`src/rtl/pps_mem_pkg.sv`:
```
// Shared definitions for the PPS SRAM front ends:
// state encoding, the default bubble instruction and the external SRAM data width.
package pps_mem_pkg;

    typedef enum logic [2:0] {
        S_IDLE  = 3'd0,
        S_RD_LO = 3'd1,
        S_RD_HI = 3'd2,
        S_VALID = 3'd3,
        S_LATCH = 3'd4
    } mem_state_e;

    localparam int          SRAM_DW      = 16;
    localparam logic [31:0] NOP_WORD_DEF = 32'h0000_0000;

endpackage

```
`src/rtl/pps_wait_cnt.sv`:
```
// Loadable down-counter with a terminal-count flag that paces SRAM wait states.
// When the counter is at zero and enabled, it holds at zero.
module pps_wait_cnt #(
    parameter int CW = 4
) (
    input  logic          clk,
    input  logic          rst,
    input  logic          load_i,
    input  logic [CW-1:0] load_val_i,
    input  logic          en_i,
    output logic          tc_o
);

    logic [CW-1:0] cnt_q;
    logic [CW-1:0] cnt_d;

    // Load takes priority over counting down.
    always_comb begin
        cnt_d = cnt_q;
        if (load_i) begin
            cnt_d = load_val_i;
        end else if (en_i && (cnt_q != {CW{1'b0}})) begin
            cnt_d = cnt_q - {{(CW-1){1'b0}}, 1'b1};
        end else begin
            cnt_d = cnt_q;
        end
    end

    // Count register with synchronous active-low reset.
    always_ff @(posedge clk) begin
        if (!rst) begin
            cnt_q <= {CW{1'b0}};
        end else begin
            cnt_q <= cnt_d;
        end
    end

    assign tc_o = (cnt_q == {CW{1'b0}});

endmodule

```
`src/rtl/pps_imem_sram_ctrl.sv`:
```
// Instruction fetch front end: reads each 32-bit instruction as two half-words from
// an asynchronous 16-bit SRAM and holds the fetch PC until the word is ready.
module pps_imem_sram_ctrl
    import pps_mem_pkg::*;
#(
    parameter int          ADDR_W   = 18,
    parameter int          WAIT_CYC = 2,
    parameter logic [31:0] NOP_WORD = NOP_WORD_DEF
) (
    input  logic               clk,
    input  logic               rst,
    input  logic [31:0]        pc_in,
    input  logic               stomp,
    output logic [31:0]        inst_out,
    output logic               inst_valid,
    output logic               stall,
    output logic [ADDR_W-1:0]  sram_addr,
    input  logic [SRAM_DW-1:0] sram_dq,
    output logic               sram_ce_n,
    output logic               sram_oe_n,
    output logic               sram_we_n,
    output logic               sram_ub_n,
    output logic               sram_lb_n
);

    localparam int          CW      = 4;
    localparam logic [CW-1:0] WAIT_LD = CW'(WAIT_CYC - 1);

    mem_state_e           state_q, state_d;
    logic [ADDR_W-2:0]    addr_q, addr_d;
    logic [SRAM_DW-1:0]   lo_q, lo_d;
    logic [31:0]          word_q, word_d;
    logic                 cnt_load_s;
    logic [CW-1:0]        cnt_val_s;
    logic                 cnt_en_s;
    logic                 cnt_tc_s;
    logic                 unused_pc_s;

    pps_wait_cnt #(.CW(CW)) u_wait_cnt (
        .clk        (clk),
        .rst        (rst),
        .load_i     (cnt_load_s),
        .load_val_i (cnt_val_s),
        .en_i       (cnt_en_s),
        .tc_o       (cnt_tc_s)
    );

    // Next-state logic: sequencing of the two half-word reads and redirect aborts.
    always_comb begin
        state_d    = state_q;
        addr_d     = addr_q;
        lo_d       = lo_q;
        word_d     = word_q;
        cnt_load_s = 1'b0;
        cnt_val_s  = WAIT_LD;
        cnt_en_s   = 1'b0;
        case (state_q)
            S_IDLE, S_LATCH: begin
                addr_d     = pc_in[ADDR_W:2];
                cnt_load_s = 1'b1;
                state_d    = S_RD_LO;
            end
            S_RD_LO: begin
                if (stomp) begin
                    lo_d       = {SRAM_DW{1'b0}};
                    cnt_load_s = 1'b1;
                    cnt_val_s  = {CW{1'b0}};
                    state_d    = S_LATCH;
                end else if (cnt_tc_s) begin
                    lo_d       = sram_dq;
                    cnt_load_s = 1'b1;
                    state_d    = S_RD_HI;
                end else begin
                    cnt_en_s   = 1'b1;
                end
            end
            S_RD_HI: begin
                // A redirect on the final wait cycle still wins over delivery.
                if (stomp) begin
                    lo_d       = {SRAM_DW{1'b0}};
                    cnt_load_s = 1'b1;
                    cnt_val_s  = {CW{1'b0}};
                    state_d    = S_LATCH;
                end else if (cnt_tc_s) begin
                    word_d     = {sram_dq, lo_q};
                    cnt_load_s = 1'b1;
                    cnt_val_s  = {CW{1'b0}};
                    state_d    = S_VALID;
                end else begin
                    cnt_en_s   = 1'b1;
                end
            end
            S_VALID: begin
                state_d = S_LATCH;
            end
            default: begin
                state_d = S_IDLE;
            end
        endcase
    end

    // State and datapath registers with synchronous active-low reset.
    always_ff @(posedge clk) begin
        if (!rst) begin
            state_q <= S_IDLE;
            addr_q  <= {(ADDR_W-1){1'b0}};
            lo_q    <= {SRAM_DW{1'b0}};
            word_q  <= NOP_WORD;
        end else begin
            state_q <= state_d;
            addr_q  <= addr_d;
            lo_q    <= lo_d;
            word_q  <= word_d;
        end
    end

    assign inst_valid = (state_q == S_VALID);
    assign inst_out   = (state_q == S_VALID) ? word_q : NOP_WORD;
    assign stall      = (state_q != S_VALID);
    assign sram_ce_n  = !((state_q == S_RD_LO) || (state_q == S_RD_HI));
    assign sram_oe_n  = sram_ce_n;
    assign sram_ub_n  = sram_ce_n;
    assign sram_lb_n  = sram_ce_n;
    assign sram_we_n  = 1'b1;
    assign sram_addr  = {addr_q, (state_q == S_RD_HI)};

    assign unused_pc_s = ^{pc_in[31:ADDR_W+1], pc_in[1:0]};

endmodule
```
`config.mk`:
```
export PLATFORM = sky130hd
export DESIGN_NAME = pps_imem_sram_ctrl
export DESIGN_NICKNAME = d
export VERILOG_FILES = /design/src/rtl/pps_mem_pkg.sv /design/src/rtl/pps_wait_cnt.sv /design/src/rtl/pps_imem_sram_ctrl.sv
export SDC_FILE = /design/constraint.sdc
export NUM_CORES = 1
export LEC_CHECK = 0
export CAP_MARGIN = 30
export CORE_UTILIZATION = 46
export CTS_CLUSTER_DIAMETER = 30
export CTS_CLUSTER_SIZE = 24
export DETAILED_ROUTE_END_ITERATION = 7
export HOLD_SLACK_MARGIN = 0.15
export PLACE_DENSITY_LB_ADDON = 0.2
export SYNTH_ARGS = -nofsm -noshare
export SYNTH_HDL_FRONTEND = slang
export SYNTH_SLANG_ARGS = --single-unit
```
`constraint.sdc`:
```
create_clock -name clk -period 2.1 [get_ports clk]
set_input_delay 0.315 -clock clk [delete_from_list [all_inputs] [get_ports clk]]
set_output_delay 0.315 -clock clk [all_outputs]
set_load 0.02 [all_outputs]
```
==> flow_summary.toml <==
[outcome]
status = "finished clean"

[clocking]
cts_buffer_depth = 2
htree_levels = 3
cts.sinks = 72
path_clk_slew_ns = 0.07
worst_skew_pair.late_latency_ns = 0.34
cts-root-buf = "clkbuf_8"
numCtsBuffers = 9
cts_setup_buffers = 0
cts_tree = "yes"

[setup_path]
critPathLaunchType = "flop"
required_ns = 1.78
worstSetupEndpoint = "inst_valid"
crit_arrival_ns = 1.63
reg2regPathDepth = 6
critical_path_class = "reg -> out"
r2r_start = "u_wait_cnt.cnt_q[0]"
endpoint_kind = "primary output"
cp_max_fo = 14
startpoint = "state_q[1]"
worst-r2r-setup-slack_ns = 0.35
timing.rr.end = "lo_q[0]"

[min_path]
min_from = "rst"
hp-class = "in -> reg"

[routing]
vias = 2564
top_layer = "met4"
drtPass1Iterations = 4
drt-met1-wl_mm = 3.088
wl_met2_mm = 3.188
initialDrtViolationCount = 99
dr_wl_met3_um = 454
wl_per_cell_um = 13.07
viasPerCell = 4.912
ant_nets = 0
drt_wl_total_mm = 6.822
drcViolationCount = 0

[pwr]
switchingPower_mw = 0.7770
pwr-share-seq_pct = 43.5
internal_power_mw = 2.556
p_per_area_nw_per_um2 = 763.0
power_frac_clock_pct = 42.8
ir_drop_uv = 509.2
switching_share_pct = 23.31
leakage_nw = 1.852
pwr-share-comb_pct = 13.7

[timing]
fin_crit_sh_pct = 92.84
hold_viol = 0
setup_tns_ns = 0
finalCriticalPeriod_ns = 1.950
rsz0062_at_grt = "false"
final-setup-viol-count = 0
drv_slew = 0
fin_skew_ns = 0.005248
fmax_mhz = 512.9

[logic_synthesis]
synth_edf_count = 0
avgSynthCellArea_sq_um = 9.081
syn-num-nets = 406
yosysSeqAreaShare_pct = 44.96
synthArstFlopShare_pct = 0
netlist_area_sq_um = 3206
postSynthCellCount = 353
synth-seq-cells = 72
synth-main-ff-cell = "dfxtp_1"
yosysWarnings = 0
yosysUniqueCellTypes = 41

[layout]
final_common_cell = "nand2_1"
postLayoutCoreUtil_pct = 64.65
area_delta_synth_final_pct = 36.26
finalNetCount = 490
final_cell_mix = "nand2_1 (104), dfxtp_1 (72), clkdlybuf4s50_1 (53)"
drive_above_1_share_pct = 17.42
n_antenna_cell = 0

[die]
core-area_sq_um = 6756
die_w_um = 85.48
fp.dieArea_sq_um = 7307
start_util_pct = 47.44
num_rows = 30
die_y_um = 85.48
pin_count = 108

[place]
dp_hpwl_mm = 4.596
port_buffers = 91
gp_congestion = 0.7771

[grt]
grt_max_degree = 36
grt_pass1_vias = 2508
grt.overflow.total = 0
grt_pass1_wl_mm = 11.49
grt_usage_pct = 19.85
grt_antenna_before_repair = 0

[job]
max-cap-violations = 0
[critical path, stage by stage, from the launching register on]
cell	delay [ns]
dfxtp_1	0.33
nand2_1	0.07
nor2_2	0.09
buf_4	0.19
clkdlybuf4s50_1	0.63
[what timing repair did]
action / CTS / global route
hold buffers: 0 / 0
gates resized for setup: 32 / 6
setup endpoints to repair: 31 / 6
[synth_stat cells, types with 2 or more instances]
| cell type | number | area [sq um] |
|---|---|---|
| a21boi_2 | 30 | 337.8 |
| nor2_1 | 6 | 22.52 |
| dfxtp_1 | 72 | 1441 |
| nand2_1 | 104 | 390.4 |
| inv_1 | 3 | 11.26 |
| clkbuf_1 | 12 | 45.04 |
| a21oi_1 | 5 | 25.02 |
| o31ai_1 | 2 | 15.01 |
| buf_4 | 5 | 37.54 |
| nor2b_1 | 2 | 12.51 |
| a22o_1 | 10 | 87.58 |
| nor2_2 | 2 | 12.51 |
| or3b_2 | 2 | 17.52 |
| buf_6 | 7 | 78.83 |
| buf_2 | 5 | 25.02 |
| o21a_1 | 2 | 15.01 |
| o21ai_0 | 2 | 10.01 |
| a21boi_0 | 19 | 142.6 |
| nor3_1 | 2 | 10.01 |
| and2_1 | 33 | 206.5 |
| a22o_2 | 6 | 60.06 |
| nand3_1 | 2 | 10.01 |
| ha_1 | 2 | 25.02 |
[per-stage QoR]
stage	setup slack (ns)	total power, mW	std cells	area [sq um]	hold slack [ns]
final	0.1504	3.333	522	4368	0.4353
after CTS	0.009455	3.380	522	4353	0.4183
after detailed placement	0.2999	1.951	506	4123	0.4533
after global placement	0.3015	1.944	506	4123	0.4476
after floorplan	0.3882	1.767	353	3206	0.4389
after global routing	0.06571	3.486	522	4368	0.4522
[power groups by stage]
| stage | clock, mW | combinational, mW | sequential (mW) |
|---|---|---|---|
| 2_1_floorplan | 0 | 0.256 | 1.51 |
| 4_1_cts | 1.47 | 0.463 | 1.45 |
| 6_report | 1.43 | 0.457 | 1.45 |
| 5_1_grt | 1.53 | 0.499 | 1.46 |
| 3_5_place_dp | 0 | 0.470 | 1.48 |
| 3_3_place_gp | 0 | 0.465 | 1.48 |
[logic make-up after synthesis]
| family | Yosys count | share of synthesized area, % |
|---|---|---|
| AOI/OAI and AO/OA | 80 | 22.91 |
| buffers and inverters | 32 | 6.167 |
| DFF | 72 | 44.96 |
| and+or+nand+nor | 164 | 24.24 |
| other | 1 | 0.1170 |
| adders and majority gates | 3 | 1.093 |
| xor gates and xnor gates | 1 | 0.5076 |
[metal layers]
layer | track usage [%] | vias up
met2 | 33.82 | 68
met3 | 6.128 | 8
met5 | 0 | -
met1 | 23.35 | 1163
met4 | 7.727 | 0
li1 | - | 1325
[registers in the layout (all words and copies together) (netlist names)]
signal            flops
addr_q               17
lo_q                 16
state_q               3
u_wait_cnt.cnt_q      4
word_q               32
[worst min-delay path by stage]
stage	to	slack, ns	depth (start not counted)
floorplan	word_q[22]	0.44	2
global placement	word_q[22]	0.45	2
detailed placement	word_q[10]	0.45	2
CTS	word_q[22]	0.42	2
global route	word_q[22]	0.45	2
finish	word_q[22]	0.44	2
[area by class of cell]
type / instances / area, sq um
clock inverters: 7 / 142.6
multi-input cells: 249 / 1572
well taps: 80 / 100.1
flip-flops and latches: 72 / 1441
fillers: 585 / 2389
inverters: 3 / 11.26
repair buffers: 102 / 977.2
clock buffers: 9 / 123.9
Note: power is estimated with default switching activity, not from simulation.
